$ cat src/rtl/ram_reader.sv
// ram_reader: walks RAM addresses 0..RAM_SIZE-1 after start, absorbs the
// one-cycle RAM read latency and streams words out through a 2-entry FIFO.
// Optional data check against the initializer pattern S[i]=i is enabled
// by defining RAM_READER_CHECK_EN.
module ram_reader #(
   parameter int RAM_WIDTH  = 8,
   parameter int ADDR_WIDTH = 8,
   parameter int RAM_SIZE   = 256
) (
   input  logic                  clk,
   input  logic                  reset,
   input  logic                  start,
   output logic                  finished,
   output logic                  write_enable,
   output logic [ADDR_WIDTH-1:0] address,
   input  logic [RAM_WIDTH-1:0]  q,
   output logic [RAM_WIDTH-1:0]  out_data,
   output logic                  out_valid,
   input  logic                  out_ready,
   output logic [ADDR_WIDTH:0]   mismatch_count,
   output logic                  error
);

   typedef enum logic [1:0] {S_IDLE, S_READ, S_DRAIN, S_DONE} state_e;

   localparam logic [ADDR_WIDTH-1:0] LAST_ADDR = ADDR_WIDTH'(RAM_SIZE - 1);

   state_e                state_q, state_d;
   logic [ADDR_WIDTH-1:0] addr_q, addr_d;
   logic                  inflight_q;
   logic [RAM_WIDTH-1:0]  buf_q [2];
   logic                  wr_ptr_q, rd_ptr_q;
   logic [1:0]            cnt_q, cnt_d;
   logic                  issue, pop, push, start_acc, last_pop;

   assign pop          = out_valid & out_ready;
   assign push         = inflight_q;
   assign start_acc    = (state_q == S_IDLE) & start;
   // Last word leaves the buffer with nothing left behind it.
   assign last_pop     = (cnt_q == 2'd1) & pop & ~inflight_q;
   assign out_valid    = (cnt_q != 2'd0);
   assign out_data     = out_valid ? buf_q[rd_ptr_q] : '0;
   assign write_enable = 1'b0;
   assign address      = addr_q;

   // FSM state register
   always_ff @(posedge clk or negedge reset) begin
      if (!reset) state_q <= S_IDLE;
      else        state_q <= state_d;
   end

   // FSM next-state logic
   always_comb begin
      state_d = state_q;
      case (state_q)
         S_IDLE:  if (start) state_d = S_READ;
         S_READ:  if (issue && addr_q == LAST_ADDR) state_d = S_DRAIN;
         S_DRAIN: if (last_pop) state_d = S_DONE;
         S_DONE:  state_d = S_IDLE;
         default: state_d = S_IDLE;
      endcase
   end

   // FSM outputs: issue only while buffer plus in-flight read stays below 2
   always_comb begin
      issue    = 1'b0;
      finished = 1'b0;
      case (state_q)
         S_READ:  issue = (3'(cnt_q) + 3'(inflight_q)) < (3'd2 + 3'(pop));
         S_DONE:  finished = 1'b1;
         default: ;
      endcase
   end

   // Address next value: rewind on start, advance on issue, hold at last
   always_comb begin
      addr_d = addr_q;
      if (start_acc)                         addr_d = '0;
      else if (issue && addr_q != LAST_ADDR) addr_d = addr_q + 1'b1;
   end

   // Address register and in-flight flag (read issued last cycle)
   always_ff @(posedge clk or negedge reset) begin
      if (!reset) begin
         addr_q     <= '0;
         inflight_q <= 1'b0;
      end else begin
         addr_q     <= addr_d;
         inflight_q <= issue;
      end
   end

   assign cnt_d = cnt_q + 2'(push) - 2'(pop);

   // 2-entry FIFO; push and pop in the same cycle are both honoured
   always_ff @(posedge clk or negedge reset) begin
      if (!reset) begin
         for (int i = 0; i < 2; i++) buf_q[i] <= '0;
         wr_ptr_q <= 1'b0;
         rd_ptr_q <= 1'b0;
         cnt_q    <= '0;
      end else begin
         if (push) begin
            buf_q[wr_ptr_q] <= q;
            wr_ptr_q        <= ~wr_ptr_q;
         end
         if (pop) rd_ptr_q <= ~rd_ptr_q;
         cnt_q <= cnt_d;
      end
   end

`ifdef RAM_READER_CHECK_EN
   logic [ADDR_WIDTH-1:0] pop_idx_q;
   logic [ADDR_WIDTH:0]   mm_cnt_q;
   logic                  err_q;

   // Compare each popped word with its index; saturating count, sticky flag
   always_ff @(posedge clk or negedge reset) begin
      if (!reset) begin
         pop_idx_q <= '0;
         mm_cnt_q  <= '0;
         err_q     <= 1'b0;
      end else if (start_acc) begin
         pop_idx_q <= '0;
         mm_cnt_q  <= '0;
         err_q     <= 1'b0;
      end else if (pop) begin
         pop_idx_q <= pop_idx_q + 1'b1;
         if (out_data != RAM_WIDTH'(pop_idx_q)) begin
            err_q <= 1'b1;
            if (mm_cnt_q != '1) mm_cnt_q <= mm_cnt_q + 1'b1;
         end
      end
   end

   assign mismatch_count = mm_cnt_q;
   assign error          = err_q;
`else
   assign mismatch_count = '0;
   assign error          = 1'b0;
`endif

endmodule
$ cat config.mk
export PLATFORM = sky130hd
export DESIGN_NAME = ram_reader
export DESIGN_NICKNAME = d
export VERILOG_FILES = /design/src/rtl/ram_reader.sv
export SDC_FILE = /design/constraint.sdc
export NUM_CORES = 1
export LEC_CHECK = 0
export CELL_PAD_IN_SITES_DETAIL_PLACEMENT = 1
export CELL_PAD_IN_SITES_GLOBAL_PLACEMENT = 2
export CORE_ASPECT_RATIO = 0.6
export CORE_MARGIN = 3
export CORE_UTILIZATION = 42
export DETAILED_ROUTE_END_ITERATION = 8
export DONT_BUFFER_PORTS = 1
export PLACE_DENSITY = 0.87
export RECOVER_POWER = 50
export SLEW_MARGIN = 20
export SYNTH_ARGS = -nofsm -noshare
export SYNTH_HDL_FRONTEND = slang
export SYNTH_SLANG_ARGS = --single-unit
export TNS_END_PERCENT = 5
$ cat constraint.sdc
create_clock -name clk -period 5.2 [get_ports clk]
set_clock_uncertainty 0.2 [all_clocks]
set_input_delay 0.26 -clock clk [delete_from_list [all_inputs] [get_ports clk]]
set_output_delay 0.26 -clock clk [all_outputs]
set_load 0.05 [all_outputs]
### Yosys cells after proc, flatten, opt, wreduce, memory -nomap -nowiden

Index checks and enable logic that the tools add are counted.

* bits in registers: 31
* bits of input ports: 12

* add/sub/neg operators: 5
* $lt $le $gt $ge: 4
* equality and inequality tests: 9
* muxes and demuxes: 15
* bitwise gates (word level): 9
* reduce and logical (&&, ||, !) cells: 7

Operators by type and width (count)
* 8-bit two-way mux: 7
* 16-bit bitwise mux: 1
* 8-bit by 1-bit adder with 8-bit output, second input constant: 1
* 8-bit demux with 1-bit select: 1
* 8-bit equality test, second input constant: 1
* 8-bit inequality test, second input constant: 1
* 2-bit one-hot mux with 4 select lines: 1
* 2-bit two-way mux: 3
* 2-bit inequality test, second input constant: 3
* 1-bit bitwise AND: 4
* 2-bit by 1-bit equality test with 1-bit output, second input constant: 2
* 2-bit equality test, second input constant: 2
* 2-bit greater-or-equal comparator, second input constant: 2
* 1-bit NOT with 2-bit output: 2
* 2-bit nonzero test: 2
* 2-bit by 1-bit adder with 3-bit output: 1
* 2-bit by 1-bit adder with 3-bit output, first input constant: 1
* 1-bit logical AND: 3
* 3-bit less-than comparator: 1
* 1-bit NOT: 3
* 3-bit AND reduction: 1
* 2-bit by 1-bit adder with 2-bit output: 1
* 2-bit logical NOT: 1
* 2-bit by 1-bit less-than comparator with 1-bit output, second input constant: 1
* other kinds (2): 3

### Logic depth before layout (Yosys ltp)

* word-level depth: 8
* mapped depth: 7

### Worst setup path before layout

Ideal clock, no wire load.

* path type: reg2reg
* from: reg addr_q[0], in the netlist address[0]
* to: reg state_q[1]
* arrival: 1.813 ns
* required time: 4.875 ns
* slack: 3.062 ns
* cell stages (with the launch flop): 6
* path buffers: 0
* clock period less this slack: 2.138 ns
* cell sequence: dfrtp_1 -> ha_1 -> nand4_1 -> o31ai_2 -> nand3_1 -> mux2_4

* longest elaborated chain between the ends: 4

Ends and longest elaborated chain
* from (decl): RTL line 29 `logic [ADDR_WIDTH-1:0] addr_q, addr_d;`
* from (signal assigned): RTL line 88 `addr_q <= addr_d;`
* 8-bit equality test: RTL line 57 `S_READ: if (issue && addr_q == LAST_ADDR) state_d = S_DRAIN;`
* 1-bit logical AND: RTL line 57
* 2-bit inequality test (no line)
* 3-bit AND reduction (no line)
* to (signal assigned): RTL line 49 `else state_q <= state_d;`
* to (decl): RTL line 28 `state_e state_q, state_d;`

No other way between the ends.
A chain may end at the register's enable or synchronous reset.

### Worst setup path in the final report

Same ends and word-level chain as after synthesis.

==> results.toml <==
[status]
outcome = "finished, violations left"
violations = "capacitance limit, slew limit"

[timing]
setup_viol = 0
slew_violations = 32
finalSetupTns_ns = 0
rsz0062_at_grt = "no"
tightest_slew_ns = 1.64
layout_min_cycle_time_ns = 2.38
final_hold_viol_count = 0
finalCritPeriodShare_pct = 45.7
slew_headroom_pct = -9.03
fmax_mhz = 420

[route]
drtIter0Drc = 33
vias = 1124
drt_first_pass_iters = 4
ant_nets = 0
drt_wl_total_um = 3710
wl_per_cell_um = 17.7
post-route-drc-count = 0
vias_per_cell = 5.38

[synth]
synth-edff-count = 0
synthTopCellsByCount = "dfrtp_1, mux2_2, buf_4, nor2_1, ha_1"
syn_area_sq_um = 1680
seq_area_frac_synth_pct = 46.3
synthCells = 149
synth_ff_type = "dfrtp_1"
yosysUniqueCellTypes = 31
syn_avg_cell_area_sq_um = 11.3
ys_warn_count = 0
synth_area_leader_cell = "dfrtp_1"
yosys.area.top_type_share_pct = 46.3
synth.most_common_cell = "dfrtp_1"
synth-async-reset-ratio_pct = 100
ys_top_cells_by_area = "dfrtp_1, mux2_2, ha_1"
synth-seq-cells = 31

[floorplanning]
die_w_um = 87.6
dieArea_sq_um = 4810
num_rows = 17
initial_utilization_pct = 44.8
top_level_ports = 41
core_sq_um = 3740
fp.dieH_um = 54.9

[final_layout]
areaGrowthSynthToFinish_pct = 11.8
drive_gt1_share_pct = 17.3
post-route-util_pct = 50.1
nets = 183
diodes = 0

[worst_setup_path]
cp-end-kind = "flop"
cp-start-kind = "flop"
required_ns = 5.17
crit_type = "flop to flop"
cp_max_fo = 6
critical_path_arrival_ns = 2.35

[global_routing]
grt_pass1_wl_um = 5770
grt_max_degree = 32
grt_usage_pct = 16.7
antenna_found_initial = 0
overflow = 0
grt_pass1_vias = 1138

[placement]
io_buffers = 0
dp_hpwl_um = 2690
place.gp.congestion = 0.746

[worst_hold_path]
min_path_type = "primary input to flop"

[clocking]
cts_buffers = 5
cts_root_buf = "clkbuf_8"
h-tree-depth = 2
cts_tree = "done"
cts_setup_buffers = 0
clock_latency_ns = 0.28
cts.path.max_buffers = 2
cts_sinks = 31
clkTransAtPathRegs_ns = 0.07

[flow_run]
maxCapViolCount = 1
-- logic make-up (layout without fill, tap and decap cells) --
kind of cell	Yosys count	after routing	synth area share [%]
XOR/XNOR	6	6	3.13
adder cells (fa/ha/maj)	10	10	7.46
buffers and inverters	22	25	7.91
other	1	11	0.224
AND/OR/NAND/NOR	37	37	11.7
multiplexers	25	25	16.4
flip-flops	31	31	46.3
AO/OA/AOI/OAI	17	17	6.87
-- per-layer routing --
metal  up-vias  wire (um)  global-route usage [%]  share of wire [%]
li1        520          -                       -                  -
met1       557       1680                    20.9                 45
met2        38       1790                    28.1                 48
met3         9        191                    5.77                5.1
met4         0         50                    4.59                1.3
met5         -          0                       0                  0
-- critical path, cell delays in order, from the launching register on --
cell and delay [ns]:
dfrtp_1 0.76, ha_1 0.34, nand4_1 0.19, o31ai_2 0.30
nand3_1 0.16, mux2_4 0.32
-- registers in the layout (all words and copies together), names as in the netlist --
signal      flops
rd_ptr_q        1
state_q         2
inflight_q      1
buf_q          16
cnt_q           2
wr_ptr_q        1
address         8
-- cells in the final DEF (no fill, tap or decap), types with 5 or more instances in the layout --
cell	count
o21ai_0	6
mux2_2	16
dlygate4sd3_1	9
conb_1	11
dfrtp_1	31
nand4_1	5
inv_1	7
ha_1	10
clkbuf_8	6
nor2_1	11
mux2i_1	8
-- layout make-up --
type	count	area [sq um]
tap	47	58.8
timing repair buffer	10	93.8
fill	406	1870
multi-input combinational	106	802
sequential	31	776
clock buffer	6	82.6
clock inverter	2	35.0
inverter	7	26.3
-- what timing repair did --
action / CTS / global route
hold buffers: 10 / 0
endpoints found under the setup margin: 0 / 0
endpoints found under the hold margin: 47 / 0
resized for setup: 0 / 0
-- path summary, 6_finish.rpt --
check / end / depth (start not counted) / slack [ns] / start
setup / recovery: state_q[1]$_DFFE_PN0P_ / 5 / 2.82 / address[0]$_DFFE_PN0P_
min in group asynchronous: buf_q[14]$_DFFE_PN0P_ / 2 / 0.74 / reset
setup reg to reg: state_q[1]$_DFFE_PN0P_ / 5 / 2.82 / address[0]$_DFFE_PN0P_
hold / removal: state_q[0]$_DFFE_PN0P_ / 2 / 0.02 / start
max in group asynchronous: address[3]$_DFFE_PN0P_ / 2 / 3.11 / reset
hold reg to reg: wr_ptr_q$_DFFE_PN0P_ / 1 / 0.31 / wr_ptr_q$_DFFE_PN0P_
-- stage by stage --
step / setup WS [ns] / hold slack, ns / cell area, sq um / cells
after floorplan: 3.06 / -0.236 / 1710 / 159
after global placement: 2.90 / -0.235 / 1670 / 191
after detailed placement: 2.84 / -0.235 / 1670 / 191
after CTS: 2.82 / 0.0160 / 1890 / 209
after global routing: 2.66 / 0.0329 / 1870 / 209
final: 2.82 / 0.0240 / 1870 / 209
Power is left out: the tool's default activity adds up to more than one toggle a clock period on the data nets, which glitch-free logic cannot reach.
